### src/rtl/rx_frame_packer_pkg.sv
// Shared constants and FSM encoding for the rx_frame_packer block.
package rx_frame_packer_pkg;

    // Default symbol width (highest code rate) and frame width (traceback depth).
    localparam int unsigned MAX_CODE_RATE   = 2;
    localparam int unsigned TRACEBACK_DEPTH = 16;

    typedef enum logic [1:0] {
        StIdle  = 2'd0,
        StStart = 2'd1,
        StWait  = 2'd2
    } fsm_state_e;

endpackage

### src/rtl/rx_sym_shifter.sv
// Fill side of the packer: MSB-first symbol shift register, symbol counter,
// flush zero-padding and the fill_full handshake to the output FSM.
// FRAME_W must be an integer multiple of SYM_W and strictly larger than it.
module rx_sym_shifter #(
    parameter int unsigned SYM_W   = 2,
    parameter int unsigned FRAME_W = 16
) (
    input  logic               clk,
    input  logic               rst,
    input  logic               sym_valid,
    input  logic [SYM_W-1:0]   sym,
    input  logic               flush,
    input  logic               take,
    output logic               sym_ready,
    output logic [FRAME_W-1:0] fill_buf,
    output logic               fill_full
);

    localparam int unsigned N    = FRAME_W / SYM_W;
    localparam int unsigned CntW = $clog2(N + 1);
    localparam logic [CntW-1:0] LastCnt = CntW'(N - 1);
    localparam logic [CntW-1:0] FullCnt = CntW'(N);

    logic [CntW-1:0]    cnt;
    logic [CntW-1:0]    eff_cnt;
    logic               accept;
    logic               do_pad;
    logic [FRAME_W-1:0] shifted;
    logic [FRAME_W-1:0] next_buf;
    logic [FRAME_W-1:0] pad_buf;
    int unsigned        pad_shift;

    assign sym_ready = !fill_full;
    assign accept    = sym_valid && !fill_full;
    assign shifted   = {fill_buf[FRAME_W-SYM_W-1:0], sym};
    // Count including a symbol accepted in the same cycle as the flush.
    assign eff_cnt   = cnt + CntW'(accept);
    assign do_pad    = flush && (eff_cnt != '0) && (eff_cnt != FullCnt);

    // Padded frame: buffer including this cycle's symbol, left-aligned with zero LSBs.
    always_comb begin
        next_buf  = accept ? shifted : fill_buf;
        pad_shift = (N - 32'(eff_cnt)) * SYM_W;
        pad_buf   = next_buf << pad_shift;
    end

    // Fill buffer, counter and fill_full; flush is ignored while a frame is waiting.
    always_ff @(posedge clk) begin
        if (!rst) begin
            fill_buf  <= '0;
            cnt       <= '0;
            fill_full <= 1'b0;
        end else if (take) begin
            fill_full <= 1'b0;
        end else if (!fill_full) begin
            if (do_pad) begin
                fill_buf  <= pad_buf;
                cnt       <= '0;
                fill_full <= 1'b1;
            end else if (accept) begin
                fill_buf <= shifted;
                if (cnt == LastCnt) begin
                    cnt       <= '0;
                    fill_full <= 1'b1;
                end else begin
                    cnt <= cnt + 1'b1;
                end
            end
        end
    end

endmodule

### src/rtl/rx_frame_packer.sv
// Packs received channel symbols into decoder frames and hands each frame to the
// Viterbi decoder, holding enable until done or until the watchdog aborts it.
module rx_frame_packer
    import rx_frame_packer_pkg::*;
#(
    parameter int unsigned SYM_W       = MAX_CODE_RATE,
    parameter int unsigned FRAME_W     = TRACEBACK_DEPTH,
    parameter int unsigned TIMEOUT_CYC = 1024
) (
    input  logic               clk,
    input  logic               rst,
    input  logic               i_sym_valid,
    input  logic [SYM_W-1:0]   i_sym,
    output logic               o_sym_ready,
    input  logic               i_flush,
    input  logic               i_dec_done,
    output logic [FRAME_W-1:0] o_frame,
    output logic               o_dec_en,
    output logic [15:0]        o_frame_cnt,
    output logic               o_timeout
);

    localparam int unsigned WdogW = (TIMEOUT_CYC > 1) ? $clog2(TIMEOUT_CYC) : 1;
    localparam logic [WdogW-1:0] WdogLast = WdogW'(TIMEOUT_CYC - 1);

    fsm_state_e         state;
    logic [WdogW-1:0]   wdog;
    logic [FRAME_W-1:0] fill_buf;
    logic               fill_full;
    logic               take;

    // The hold register takes the filled frame only when the decoder is free.
    assign take = (state == StIdle) && fill_full;

    rx_sym_shifter #(
        .SYM_W   (SYM_W),
        .FRAME_W (FRAME_W)
    ) u_shifter (
        .clk       (clk),
        .rst       (rst),
        .sym_valid (i_sym_valid),
        .sym       (i_sym),
        .flush     (i_flush),
        .take      (take),
        .sym_ready (o_sym_ready),
        .fill_buf  (fill_buf),
        .fill_full (fill_full)
    );

    // Output FSM with registered frame, enable, frame counter and watchdog.
    always_ff @(posedge clk) begin
        if (!rst) begin
            state       <= StIdle;
            o_frame     <= '0;
            o_dec_en    <= 1'b0;
            o_frame_cnt <= '0;
            o_timeout   <= 1'b0;
            wdog        <= '0;
        end else begin
            unique case (state)
                StIdle: begin
                    if (fill_full) begin
                        o_frame  <= fill_buf;
                        wdog     <= '0;
                        o_dec_en <= 1'b1;
                        state    <= StStart;
                    end
                end
                StStart: begin
                    if (i_dec_done) begin
                        o_dec_en    <= 1'b0;
                        o_frame_cnt <= o_frame_cnt + 16'd1;
                        state       <= StIdle;
                    end else begin
                        state <= StWait;
                    end
                end
                StWait: begin
                    if (i_dec_done) begin
                        o_dec_en    <= 1'b0;
                        o_frame_cnt <= o_frame_cnt + 16'd1;
                        state       <= StIdle;
                    end else if (wdog == WdogLast) begin
                        o_dec_en  <= 1'b0;
                        o_timeout <= 1'b1;
                        state     <= StIdle;
                    end else begin
                        wdog <= wdog + 1'b1;
                    end
                end
                default: begin
                    o_dec_en <= 1'b0;
                    state    <= StIdle;
                end
            endcase
        end
    end

endmodule

### config.mk
export PLATFORM = sky130hd
export DESIGN_NAME = rx_frame_packer
export DESIGN_NICKNAME = d
export VERILOG_FILES = /design/src/rtl/rx_frame_packer_pkg.sv /design/src/rtl/rx_sym_shifter.sv /design/src/rtl/rx_frame_packer.sv
export SDC_FILE = /design/constraint.sdc
export NUM_CORES = 1
export LEC_CHECK = 0
export CAP_MARGIN = 20
export CORE_MARGIN = 8
export CORE_UTILIZATION = 61
export DETAILED_ROUTE_END_ITERATION = 8
export PLACE_DENSITY = 0.86
export SYNTH_ARGS = -nofsm -noshare
export SYNTH_HDL_FRONTEND = slang
export SYNTH_SLANG_ARGS = --single-unit
### constraint.sdc
create_clock -name clk -period 10.2 [get_ports clk]
set_input_delay 3.06 -clock clk [delete_from_list [all_inputs] [get_ports clk]]
set_output_delay 3.06 -clock clk [all_outputs]
set_load 0.05 [all_outputs]
==> impl_metrics.csv <==
group,metric,value,unit
run_status,run_status,"complete, no violations",
setup_path,criticalPathCategory,"input port to flop",
sta,final_max_slew_viol_count,0,
layout,fin_nets,477,
clock_network,clk_path_buf_depth,2,
sta,layout_setup_ws,3.38,ns
routing,ant_nets,0,
floorplanning,dieArea,8920,sq um
sta,max_freq,147,MHz
power,internal_power,551,uW
sta,clock_skew,0.00858,ns
layout,antennaDiodeCount,0,
setup_path,cp_max_fo,22,
routing,dr.pass1.iters,4,
placed_design,dp.final_hpwl,6620,um
sta,timing.hold.ws,0.465,ns
routing,totalWireLength,9490,um
floorplanning,die_y,94.4,um
sta,post-route-period-util,66.9,%
clock_network,cts_tree,"yes",
clock_network,htree_levels,3,
sta,worst_pin_slew,0.803,ns
power,ir_drop,149,uV
synth,async_reset_ff_share,0,%
synth,ys_ff_latch,67,
floorplanning,coreArea,5920,sq um
sta,post-route-min-period,6.82,ns
power,pwr-share-seq,36.1,%
sta,relSlewSlack,46.2,%
setup_path,cp_top_family,"buffers and inverters",
floorplanning,boundaryPins,42,
global_route,grt_pass1_wl,16000,um
power,power.switching,292,uW
synth,ys_types,61,
setup_path,crit_path_frequent_cell,"ha_1",
floorplanning,die_x,94.4,um
clock_network,holdBufCountCts,0,
hold_path,holdCritPathClass,"flop to flop",
clock_network,cts_made_buffers,9,
floorplanning,rows,28,
sta,tns,0,ns
clock_network,clkTransAtPathRegs,0.08,ns
routing,drc,0,
routing,wl_per_cell,17.5,um
setup_path,cp_data_required_time,10.49,ns
synth,yosysMostFrequentCell,"dfxtp_1",
clock_network,clock-root-buffer,"clkbuf_8",
layout,syn_to_final_growth,16.8,%
synth,muxShareOfSynthArea,5.83,%
setup_path,cp.arrival,7.11,ns
setup_path,critical-path-slowest-cell,"clkdlybuf4s50_1",
synth,yosysTopAreaCell,"dfxtp_1",
synth,yosys.area_share.simple,21.7,%
sta,setup_viol,0,
global_route,grt_max_degree,65,
layout,drive_gt1_share,7.94,%
global_route,grt_usage,22.2,%
synth,yosysWarnings,0,
synth,synth_edf_count,0,
synth,seq_area_frac_synth,35.7,%
synth,synth_flop_cell,"dfxtp_1",
placed_design,numPortBuffers,41,
synth,syn_area,3750,sq um
setup_path,max_stage_delay,0.98,ns
power,clock_power_share,32.8,%
global_route,overflow,0,
synth,synth_compound_area_share,22.5,%
power,switching_share,34.6,%
power,p_per_area,192,nW/um^2
clock_network,cts_resized,0,
global_route,grt_pass1_vias,3332,
setup_path,crit_chain,"clkdlybuf4s50_1, nand2_4, inv_2, ha_1, inv_1, ha_1, a21boi_2, o21ai_2, or4_1, a21boi_1",
floorplanning,initial_utilization,63.4,%
setup_path,critPathCaptureType,"flop",
power,p_leak,0.00156,uW
synth,synth_common_cells,"67 x dfxtp_1, 56 x nand2_1, 22 x a21boi_0",
synth,synth_xor_area_share,6.50,%
synth,synth_top_family_by_area,"compound AO/OA/AOI/OAI gates",
clock_network,clkLatencyLatePin,0.35,ns
placed_design,pre_cts_ws,3.11,ns
synth,synth_area_leaders,"dfxtp_1 36%, nand2_1 5.6%, a21boi_0 4.4%",
synth,synth_adder_area_share,3.00,%
synth,synth_cells,433,
clock_network,cts_sinks,67,
clock_network,cts_setup_buffers,0,
synth,syn_nets,449,
routing,routed_via_density,6.20,
routing,vias,3353,
power,comb_power_share,31.1,%
synth,avgSynthCellArea,8.67,sq um
global_route,antenna_found_initial,0,
routing,drt_iter0_drc,186,
setup_path,crit_buf_inv,3,
flow_run,max-cap-violations,0,
synth,synth_top_area_share,35.7,%
layout,nFillCells,423,
placed_design,gp_congestion,0.923,
sta,rsz0062_at_grt,"false",
sta,hold_violations,0,
setup_path,crit_path_start_kind,"input port",
worst register-to-register path: stages, from the launching register on:
cell and delay (ns):
dfxtp_1 0.65, inv_4 0.23, nand2_4 0.13, inv_2 0.17, ha_1 0.74, inv_1 0.10, ha_1 0.30, a21boi_2 0.68
o21ai_2 0.28, or4_1 0.56, a21boi_1 0.15
logic make-up (layout without fill, tap and decap cells):
logic type	after synthesis	after routing
fa+ha+maj	9	9
mux	20	20
flops	67	67
buf+inv	35	68
xor+xnor	27	27
simple gates	161	161
compound gates	114	114
cells in the final DEF, fill, tap and decap left out, types with 9 or more instances in the layout:
cell type	n
o21ai_0	17
ha_1	9
dfxtp_1	67
or3_1	13
a21boi_0	22
a21oi_1	17
nor2_1	18
nand3_1	12
xnor2_1	18
nor3_1	10
clkdlybuf4s50_1	41
mux2i_1	14
clkbuf_8	10
and2_1	16
nand2_1	56
state kept, by name (all words and copies together) (netlist names):
register and cells:
o_dec_en 1, u_shifter.fill_buf 16, wdog 10, u_shifter.cnt 4
o_frame 16, o_frame_cnt 16, state 2, o_timeout 1
u_shifter.fill_full 1
routing by layer:
layer	GRT usage, %	vias up	routed length (um)
met5	0	-	0
li1	-	1639	-
met2	38.2	110	4670
met3	3.89	23	500
met4	10.0	0	265
met1	26.1	1581	4050
area by class of cell:
cell class	instances	area (sq um)	share of cell area, %
Inverter	9	36.3	0.828
Clock buffer	10	138	3.14
Tap cell	75	93.8	2.14
Multi-Input combinational cell	331	2240	51.0
Clock inverter	6	113	2.57
Sequential cell	67	1340	30.6
Timing Repair Buffer	43	425	9.71
path summary, 6_finish.rpt:
path              slack (ns)  depth (start not counted)           startpoint               end
setup reg to reg        6.15                         10  u_shifter.fill_full  u_shifter.cnt[3]
hold reg to reg         0.46                          2           o_frame[5]        o_frame[5]
setup / recovery        3.38                         10          i_sym_valid  u_shifter.cnt[3]
hold / removal          0.46                          2           o_frame[5]        o_frame[5]
power by group through the flow:
stage / clock network [uW] / logic, uW / registers [uW]
2_1_floorplan: 0 / 200 / 309
3_3_place_gp: 0 / 252 / 309
3_5_place_dp: 0 / 257 / 309
4_1_cts: 281 / 258 / 303
5_1_grt: 292 / 286 / 306
6_report: 277 / 262 / 304
through the flow:
step / util [%] / cell area [sq um] / instances / power (uW)
after global routing: 74.0 / 4380 / 541 / 884
after detailed placement: 69.8 / 4130 / 525 / 566
after global placement: 69.8 / 4130 / 525 / 561
after floorplan: - / 3750 / 433 / 510
final: 74.0 / 4380 / 541 / 843
after CTS: 74.0 / 4380 / 541 / 842
(Power assumes the default switching activity.)
==> RTL edit (same settings) <==
Re-encode `fsm_state_e` (3 states) as one-hot, 3 bits wide.
--- a/src/rtl/rx_frame_packer_pkg.sv
+++ b/src/rtl/rx_frame_packer_pkg.sv
@@ -5,10 +5,10 @@
     localparam int unsigned MAX_CODE_RATE   = 2;
     localparam int unsigned TRACEBACK_DEPTH = 16;
 
-    typedef enum logic [1:0] {
-        StIdle  = 2'd0,
-        StStart = 2'd1,
-        StWait  = 2'd2
+    typedef enum logic [2:0] {
+        StIdle  = 3'b001,
+        StStart = 3'b010,
+        StWait  = 3'b100
     } fsm_state_e;
 
 endpackage
Behaviour: no difference found for any inputs over 4 cycles, from zero or initial values and one cycle with rst low; so few cycles prove little.
==> RTL edit against the original RTL <==
Non-clock buffer count is 1 higher; synthesized area increased by 0.90%; cell area rose by 0.77%; power up 10%; setup slack improved by 0.37 ns; routed wire length increased by 4.3%; sequential cell count is 1 higher; critical path depth is 3 higher; utilization increased by 0.13 points.
==> RTL edit: results <==
[worst_hold_path]
worstHoldEndpoint = "o_frame[4]"
timing.hold.worst.start = "o_frame[4]"

[synthesis]
fraction_of_the_mapped_netlist_area_in_compound_gates = 0.204
synth_mux_area_frac = 0.0611
synthesis.instances = 458
synth_seq_area_share = 0.359
post_synth_xor_area_fraction = 0.0793
post_synth_most_frequent_cells = "68 x sky130_fd_sc_hd__dfxtp_1, 58 x sky130_fd_sc_hd__nand2_1, 46 x sky130_fd_sc_hd__nor2_1"
yosys.area_share.adder = 0.0198
synth.top_cells.by_area = "sky130_fd_sc_hd__dfxtp_1 36%, sky130_fd_sc_hd__nand2_1 5.7%, sky130_fd_sc_hd__a21oi_1 5.6%"

[route]
vias_per_cell = 6.18
first_iter_violations = 271
length_of_routed_wiring_on_met1_um = 4260
route.final.wire_length_um = 9900
met2RoutedLength_um = 4590

[sta]
tightest_slew_ns = 1.00
finalHoldWorstSlack_ns = 0.455

[layout]
drive_gt1_frac = 0.0892
finalNetCount = 501

[global_routing]
grt_use_total = 0.232

[power]
ir_worst_vdd_mv = 0.123
sequentialPowerShare = 0.347
cell_internal_pwr_w = 0.000558

[place]
preCtsSetupSlack_ns = 3.42
place.gp.congestion = 0.981
place_area_mm2 = 0.00419

[worst_setup_path]
ff2ff_path_depth = 11
critical_path.reg2reg.endpoint = "u_shifter.fill_buf[12]"
timing.critical_path.max_delay_family = "compound AO/OA/AOI/OAI gates"
slowest_stage = "sky130_fd_sc_hd__o21ai_0"

[run_status]
status = "complete, no violations"
-- RTL edit: worst max path at each step --
stage	start	end	slack, ns
after CTS	i_sym_valid	u_shifter.fill_buf[3]	3.81
after global routing	i_sym_valid	u_shifter.fill_buf[12]	3.47
after global placement	i_sym_valid	u_shifter.fill_buf[12]	3.58
final	i_sym_valid	u_shifter.fill_buf[3]	3.76
after detailed placement	i_sym_valid	u_shifter.fill_buf[3]	3.42
after floorplan	i_sym_valid	u_shifter.fill_buf[12]	4.21
-- RTL edit: final cells by class --
| class | instances | share of cell area |
|---|---|---|
| multi-input combinational | 354 | 0.512 |
| clock inverter | 7 | 0.0224 |
| sequential | 68 | 0.308 |
| inverter | 11 | 0.00992 |
| timing repair buffer | 44 | 0.0980 |
| tap | 75 | 0.0212 |
| clock buffer | 9 | 0.0280 |
-- RTL edit: metal layers --
layer | GRT usage | vias to the layer above
met5 | 0 | -
met4 | 0.111 | 0
met3 | 0.0611 | 32
met2 | 0.378 | 136
met1 | 0.277 | 1634
li1 | - | 1707
